## src/rtl/minterm_scanner_pkg.sv

```systemverilog
// Shared types and constants for the minterm scanner: FSM state encoding and
// the default truth table loaded at reset.
package minterm_pkg;

   typedef enum logic [1:0] {
      IDLE,
      SCAN,
      DONE
   } state_t;

   // Bit m is f(m); set bits are minterms 7, 9, 10, 11, 13, 14.
   localparam logic [15:0] DEFAULT_INIT = 16'h6E80;

endpackage

```

## src/rtl/minterm_scanner_if.sv

```systemverilog
// Handshake and truth-table bus of the minterm scanner; the producer side
// (scanner) uses the slave modport, the controlling side uses master.
interface minterm_scanner_if #(
   parameter int N = 4
);
   logic         start;
   logic         gray;
   logic         lut_we;
   logic [N-1:0] lut_addr;
   logic         lut_data;
   logic         out_ready;
   logic         out_valid;
   logic [N-1:0] minterm;
   logic         s;
   logic         busy;
   logic         done;
   logic [N:0]   ones_count;

   modport master (
      output start, gray, lut_we, lut_addr, lut_data, out_ready,
      input  out_valid, minterm, s, busy, done, ones_count
   );

   modport slave (
      input  start, gray, lut_we, lut_addr, lut_data, out_ready,
      output out_valid, minterm, s, busy, done, ones_count
   );
endinterface

```

## src/rtl/minterm_scanner_bin2gray.sv

```systemverilog
// Pure combinational binary-to-reflected-Gray conversion.
module bin2gray #(
   parameter int N = 4
) (
   input  logic [N-1:0] bin_i,
   output logic [N-1:0] gray_o
);
   assign gray_o = bin_i ^ (bin_i >> 1);
endmodule

```

## src/rtl/minterm_scanner.sv

```systemverilog
// Sweeps every input combination of an N-input boolean function held in a
// writable truth table, streaming (minterm, f(minterm)) over a valid/ready port.
module minterm_scanner
   import minterm_pkg::*;
#(
   parameter int                N    = 4,
   parameter logic [2**N-1:0]   INIT = (2**N)'(DEFAULT_INIT)
) (
   input logic              clk,
   input logic              reset,
   minterm_scanner_if.slave bus
);
   localparam int          M        = 2**N;
   localparam logic [N-1:0] IDX_ONE  = 1;
   localparam logic [N-1:0] IDX_LAST = '1;
   localparam logic [N:0]   CNT_ONE  = 1;

   state_t       state_q;
   logic [N-1:0] index_q;
   logic [N:0]   onesCount_q;
   logic         grayLatched_q;
   logic [M-1:0] table_q;
   logic         outValid_q;
   logic         busy_q;
   logic         done_q;

   logic [N-1:0] grayCode;
   logic [N-1:0] minterm_d;
   logic         sBit;
   logic         accept;

   bin2gray #(.N(N)) u_bin2gray (
      .bin_i  (index_q),
      .gray_o (grayCode)
   );

   assign minterm_d = grayLatched_q ? grayCode : index_q;
   assign sBit      = table_q[minterm_d];
   assign accept    = outValid_q & bus.out_ready;

   // State, table and handshake flags all move together; the table is only
   // writable outside SCAN so a running sweep always sees a stable function.
   always_ff @(posedge clk) begin
      if (reset) begin
         state_q       <= IDLE;
         index_q       <= '0;
         onesCount_q   <= '0;
         grayLatched_q <= 1'b0;
         table_q       <= INIT;
         outValid_q    <= 1'b0;
         busy_q        <= 1'b0;
         done_q        <= 1'b0;
      end else begin
         case (state_q)
            IDLE: begin
               if (bus.lut_we) table_q[bus.lut_addr] <= bus.lut_data;
               if (bus.start) begin
                  state_q       <= SCAN;
                  grayLatched_q <= bus.gray;
                  index_q       <= '0;
                  onesCount_q   <= '0;
                  outValid_q    <= 1'b1;
                  busy_q        <= 1'b1;
               end
            end
            SCAN: begin
               if (accept) begin
                  if (sBit) onesCount_q <= onesCount_q + CNT_ONE;
                  // The index parks on the last entry rather than wrapping.
                  if (index_q == IDX_LAST) begin
                     state_q    <= DONE;
                     outValid_q <= 1'b0;
                     busy_q     <= 1'b0;
                     done_q     <= 1'b1;
                  end else begin
                     index_q <= index_q + IDX_ONE;
                  end
               end
            end
            DONE: begin
               if (bus.lut_we) table_q[bus.lut_addr] <= bus.lut_data;
               state_q <= IDLE;
               done_q  <= 1'b0;
            end
            default: begin
               state_q    <= IDLE;
               outValid_q <= 1'b0;
               busy_q     <= 1'b0;
               done_q     <= 1'b0;
            end
         endcase
      end
   end

   assign bus.out_valid  = outValid_q;
   assign bus.busy       = busy_q;
   assign bus.done       = done_q;
   assign bus.minterm    = minterm_d;
   assign bus.s          = sBit;
   assign bus.ones_count = onesCount_q;

endmodule

```

## src/flat_wrapper.sv

```systemverilog
// flat-port wrapper written by rule: the top's interface ports become plain ports
module minterm_scanner_flat import minterm_pkg::*;
#(
   parameter int                N    = 4,
   parameter logic [2**N-1:0]   INIT = (2**N)'(DEFAULT_INIT)
)
  (clk, reset, bus_start, bus_gray, bus_lut_we, bus_lut_addr, bus_lut_data, bus_out_ready, bus_out_valid, bus_minterm, bus_s, bus_busy, bus_done, bus_ones_count);
  minterm_scanner_if #(.N(N)) bus_i ();
  input logic clk;
  input logic reset;
  input wire logic [$bits(bus_i.start)-1:0] bus_start;
  input wire logic [$bits(bus_i.gray)-1:0] bus_gray;
  input wire logic [$bits(bus_i.lut_we)-1:0] bus_lut_we;
  input wire logic [$bits(bus_i.lut_addr)-1:0] bus_lut_addr;
  input wire logic [$bits(bus_i.lut_data)-1:0] bus_lut_data;
  input wire logic [$bits(bus_i.out_ready)-1:0] bus_out_ready;
  output wire logic [$bits(bus_i.out_valid)-1:0] bus_out_valid;
  output wire logic [$bits(bus_i.minterm)-1:0] bus_minterm;
  output wire logic [$bits(bus_i.s)-1:0] bus_s;
  output wire logic [$bits(bus_i.busy)-1:0] bus_busy;
  output wire logic [$bits(bus_i.done)-1:0] bus_done;
  output wire logic [$bits(bus_i.ones_count)-1:0] bus_ones_count;
  assign bus_i.start = bus_start;
  assign bus_i.gray = bus_gray;
  assign bus_i.lut_we = bus_lut_we;
  assign bus_i.lut_addr = bus_lut_addr;
  assign bus_i.lut_data = bus_lut_data;
  assign bus_i.out_ready = bus_out_ready;
  assign bus_out_valid = bus_i.out_valid;
  assign bus_minterm = bus_i.minterm;
  assign bus_s = bus_i.s;
  assign bus_busy = bus_i.busy;
  assign bus_done = bus_i.done;
  assign bus_ones_count = bus_i.ones_count;
  minterm_scanner #(.N(N), .INIT(INIT)) u_core (.clk(clk), .reset(reset), .bus(bus_i));
endmodule
```

## config.mk

```make
export PLATFORM = sky130hd
export DESIGN_NAME = minterm_scanner_flat
export DESIGN_NICKNAME = d
export VERILOG_FILES = /design/src/rtl/minterm_scanner_pkg.sv /design/src/rtl/minterm_scanner_if.sv /design/src/rtl/minterm_scanner_bin2gray.sv /design/src/rtl/minterm_scanner.sv /design/src/flat_wrapper.sv
export SDC_FILE = /design/constraint.sdc
export NUM_CORES = 1
export LEC_CHECK = 0
export BUFFER_PORTS_ARGS = -buffer_cell sky130_fd_sc_hd__clkbuf_2
export CORE_UTILIZATION = 45
export CTS_CLUSTER_DIAMETER = 120
export DETAILED_ROUTE_END_ITERATION = 8
export PLACE_DENSITY = 0.65
export SYNTH_ARGS = -nofsm -noshare
export SYNTH_HDL_FRONTEND = slang
export SYNTH_SLANG_ARGS = --single-unit
export TNS_END_PERCENT = 50
```

## constraint.sdc

```tcl
create_clock -name clk -period 2.8 [get_ports clk]
set_input_delay 0.28 -clock clk [delete_from_list [all_inputs] [get_ports clk]]
set_output_delay 0.28 -clock clk [all_outputs]
set_load 0.01 [all_outputs]
```

==> flow_summary.yaml <==
grt:
  grt-ovfl-total: 0
  antenna_found_initial: 0
  grt_start_max_net_pins: 28
  grt_pass1_vias: 1251
  grt_pass1_wl_mm: 5.74
  grtUsageTotal_pct: 21.0
die:
  core-area_sq_um: 3360
  io_pins: 24
  rows: 21
  start_util_pct: 47.7
  dieWidth_um: 61.7
  fp.dieH_um: 61.7
  die-area_sq_um: 3800
sta:
  hold_violations: 0
  fin_ws_ns: 0.162
  fin_crit_ns: 2.64
  fin_skew_ns: 0.0135
  setup-tns-final_ns: 0
  rsz0062_at_grt: "no"
  drv_slew: 0
  worst_pin_slew_ns: 0.767
  fin_crit_sh_pct: 94.2
  clock.fmax_mhz: 379
  relSlewSlack_pct: 48.8
  worst_hold_slack_ns: 0.189
  setup_violations: 0
status:
  status: "completed"
cts:
  cts_tree: "done"
  cts_buffers: 5
  path_clk_slew_ns: 0.10
  cts_sinks: 30
  ctsHoldBuffers: 0
  clock_latency_ns: 0.33
  max-clock-path-buffers: 2
  cts_root_buf: "clkbuf_4"
  h-tree-depth: 2
placed_design:
  portBuffers: 23
  dp_worst_setup_slack_ns: 0.301
  dp_cells: 252
  dp_hpwl_mm: 2.62
  gp_congestion: 0.810
worst_setup_path:
  cp_data_required_time_ns: 2.52
  cp_slowest_stage_delay_ns: 0.38
  r2r_end: "u_core.bus.ones_count[3]"
  end_kind: "primary output"
  cp_cell_sequence: "ha_1 -> mux2i_4 -> mux2_2 -> a22oi_1 -> and4b_4 -> inv_4 -> clkbuf_2"
  cp_slowest_cell: "mux2_2"
  timing.rr.start: "u_core.index_q[0]"
  r2r_setup_slack_ns: 0.55
  arrival_ns: 2.36
  r2r_cells: 7
  setup.worst_path.class: "reg2out"
  crit_fanout: 8
  startpoint_type: "flop"
finish:
  final_cells: 262
  fin_nets: 230
  area_growth_pct: 15.5
  fill_cells: 351
  multi_input_area_sq_um: 941
  insertedDiodeCount: 0
  seq_area_sq_um: 603
  drive_gt1_share_pct: 21.8
power:
  switchingPower_uw: 223
  p_per_area_nw_per_um2: 470
  p_leak_nw: 0.829
  p_int_uw: 646
  pwr-share-seq_pct: 51.7
  switching_share_pct: 25.7
  peakVddDrop_v: 0.000299
  combPwrFrac_pct: 11.1
  clock_power_share_pct: 37.3
synth:
  synthDistinctLibCells: 39
  synth_area_sq_um: 1600
  synth.avg_cell_area_sq_um: 8.35
  yosysSeqAreaShare_pct: 37.5
  syn_nets: 207
  synth_warnings: 0
  syn_inst: 192
  synth-seq-cells: 30
drt:
  vias_per_cell: 5.52
  drt.antenna.violating_nets: 0
  wirelength_mm: 3.57
  wl_per_cell_um: 13.6
  drc: 0
  vias: 1445
  firstDrtPassIters: 4
  drtIter0Drc: 45
hold_path:
  min-delay-start: "bus_gray"
  hold_path_depth: 3
  holdPathEnd: "u_core.grayLatched_q"
  worstHoldPathType: "in2reg"
run:
  max-cap-violations: 0
-- final cells by class --
type	count	area share, %
Clock buffer	8	4.26
Inverter	8	1.76
Multi-Input combinational cell	144	50.8
Sequential cell	30	32.6
Tap cell	46	3.11
Timing Repair Buffer	26	7.44
-- stage by stage --
stage	utilization [%]	cell area [sq um]	total power [mW]
after floorplan	-	1600	0.524
after global placement	51.6	1740	0.551
after detailed placement	51.6	1740	0.552
after CTS	54.2	1820	0.873
after global routing	55.0	1850	0.909
final	55.0	1850	0.869
-- how the worst max path moves through the flow --
stage	startpoint	to	slack (ns)	cells past startpoint
2_1_floorplan	u_core.index_q[0]	u_core.bus.ones_count[3]	0.57	7
3_3_place_gp	u_core.index_q[0]	bus_s	0.41	7
3_5_place_dp	u_core.index_q[0]	bus_s	0.30	7
4_1_cts	u_core.index_q[0]	bus_s	0.07	7
5_1_grt	u_core.index_q[2]	bus_s	0.05	8
6_report	u_core.index_q[0]	bus_s	0.16	7
-- registers in the layout (all words and copies together) (netlist names) --
signal                 count
u_core.table_q            16
u_core.bus.ones_count      5
u_core.index_q             4
u_core.bus.out_valid       1
u_core.bus.done            1
u_core.grayLatched_q       1
u_core.state_q             2
-- routing by layer --
| layer | global-route usage (%) | routed length [um] | vias up |
|---|---|---|---|
| met5 | 0 | 0 | - |
| met2 | 31.2 | 1620 | 37 |
| met4 | 5.71 | 31 | 0 |
| li1 | - | - | 724 |
| met3 | 7.98 | 213 | 5 |
| met1 | 28.5 | 1710 | 679 |
-- layout by cell type (no fill, tap or decap), drive strengths merged --
cell	n
xor2	2
a311o	2
nand2	20
nand3	16
a21oi	12
a22oi	3
nand4	3
and2	1
o22ai	2
dfxtp	30
nor2b	3
mux2	4
or2	1
o21ai	4
clkbuf	31
and4b	1
mux4	1
and3	2
buf	3
a21boi	2
a211o	1
nor3b	1
a41o	1
ha	4
o32ai	1
a211oi	1
nor4	1
a21o	1
nor2	21
nor3	8
mux2i	17
nand2b	8
inv	8
-- timing repair --
| action | 4_1_cts | 5_1_grt |
|---|---|---|
| setup buffers | 0 | 2 |
| setup endpoints to repair | 1 | 1 |
| resized for setup | 1 | 3 |
-- logic make-up (layout without fill, tap and decap cells) --
logic type	Yosys count	after routing	share of synthesized area (%)
buf+inv	18	42	4.92
mux	22	22	15.3
compound gates	30	30	12.3
fa+ha+maj	4	4	3.12
flops	30	30	37.5
xor+xnor	2	2	1.09
simple gates	86	86	25.8
-- synth_stat cells, drive strengths merged --
library cell / n / share of area [%]
nor3: 8 / 2.5
nand2: 20 / 4.7
clkbuf: 8 / 2.0
dfxtp: 30 / 37
mux4: 1 / 1.4
a41o: 1 / 0.62
inv: 8 / 2.0
ha: 4 / 3.1
a21boi: 2 / 0.94
and3: 2 / 0.78
mux2: 4 / 2.8
nor3b: 1 / 0.47
nand4: 3 / 1.2
a211oi: 1 / 0.47
a22oi: 3 / 1.4
o22ai: 2 / 0.78
a311o: 2 / 1.2
or2: 1 / 0.39
and2: 1 / 0.39
mux2i: 17 / 11
nor2b: 3 / 1.2
o21ai: 4 / 1.2
nand2b: 8 / 3.1
buf: 2 / 0.94
a21o: 1 / 0.47
and4b: 1 / 0.86
nor4: 1 / 0.39
xor2: 2 / 1.1
a211o: 1 / 0.55
o32ai: 1 / 0.55
nand3: 16 / 5.0
nor2: 21 / 4.9
a21oi: 12 / 4.0
-- worst max-delay path: cells and delay by family, from the launching register on --
kind                     cells  cell delay (ns)
multiplexers                 2             0.68
flip-flops                   1             0.36
adder cells (fa/ha/maj)      1             0.34
AND/OR/NAND/NOR              1             0.30
buffers and inverters        2             0.18
AO/OA/AOI/OAI                1             0.17
-- power by group through the flow --
stage               clock [mW]  sequential [mW]  combinational (mW)
finish                   0.324            0.449              0.0963
global route             0.350            0.451               0.107
CTS                      0.329            0.449              0.0947
detailed placement           0            0.458              0.0935
global placement             0            0.458              0.0928
floorplan                    0            0.454              0.0707
Power figures use the tool's default switching activity.
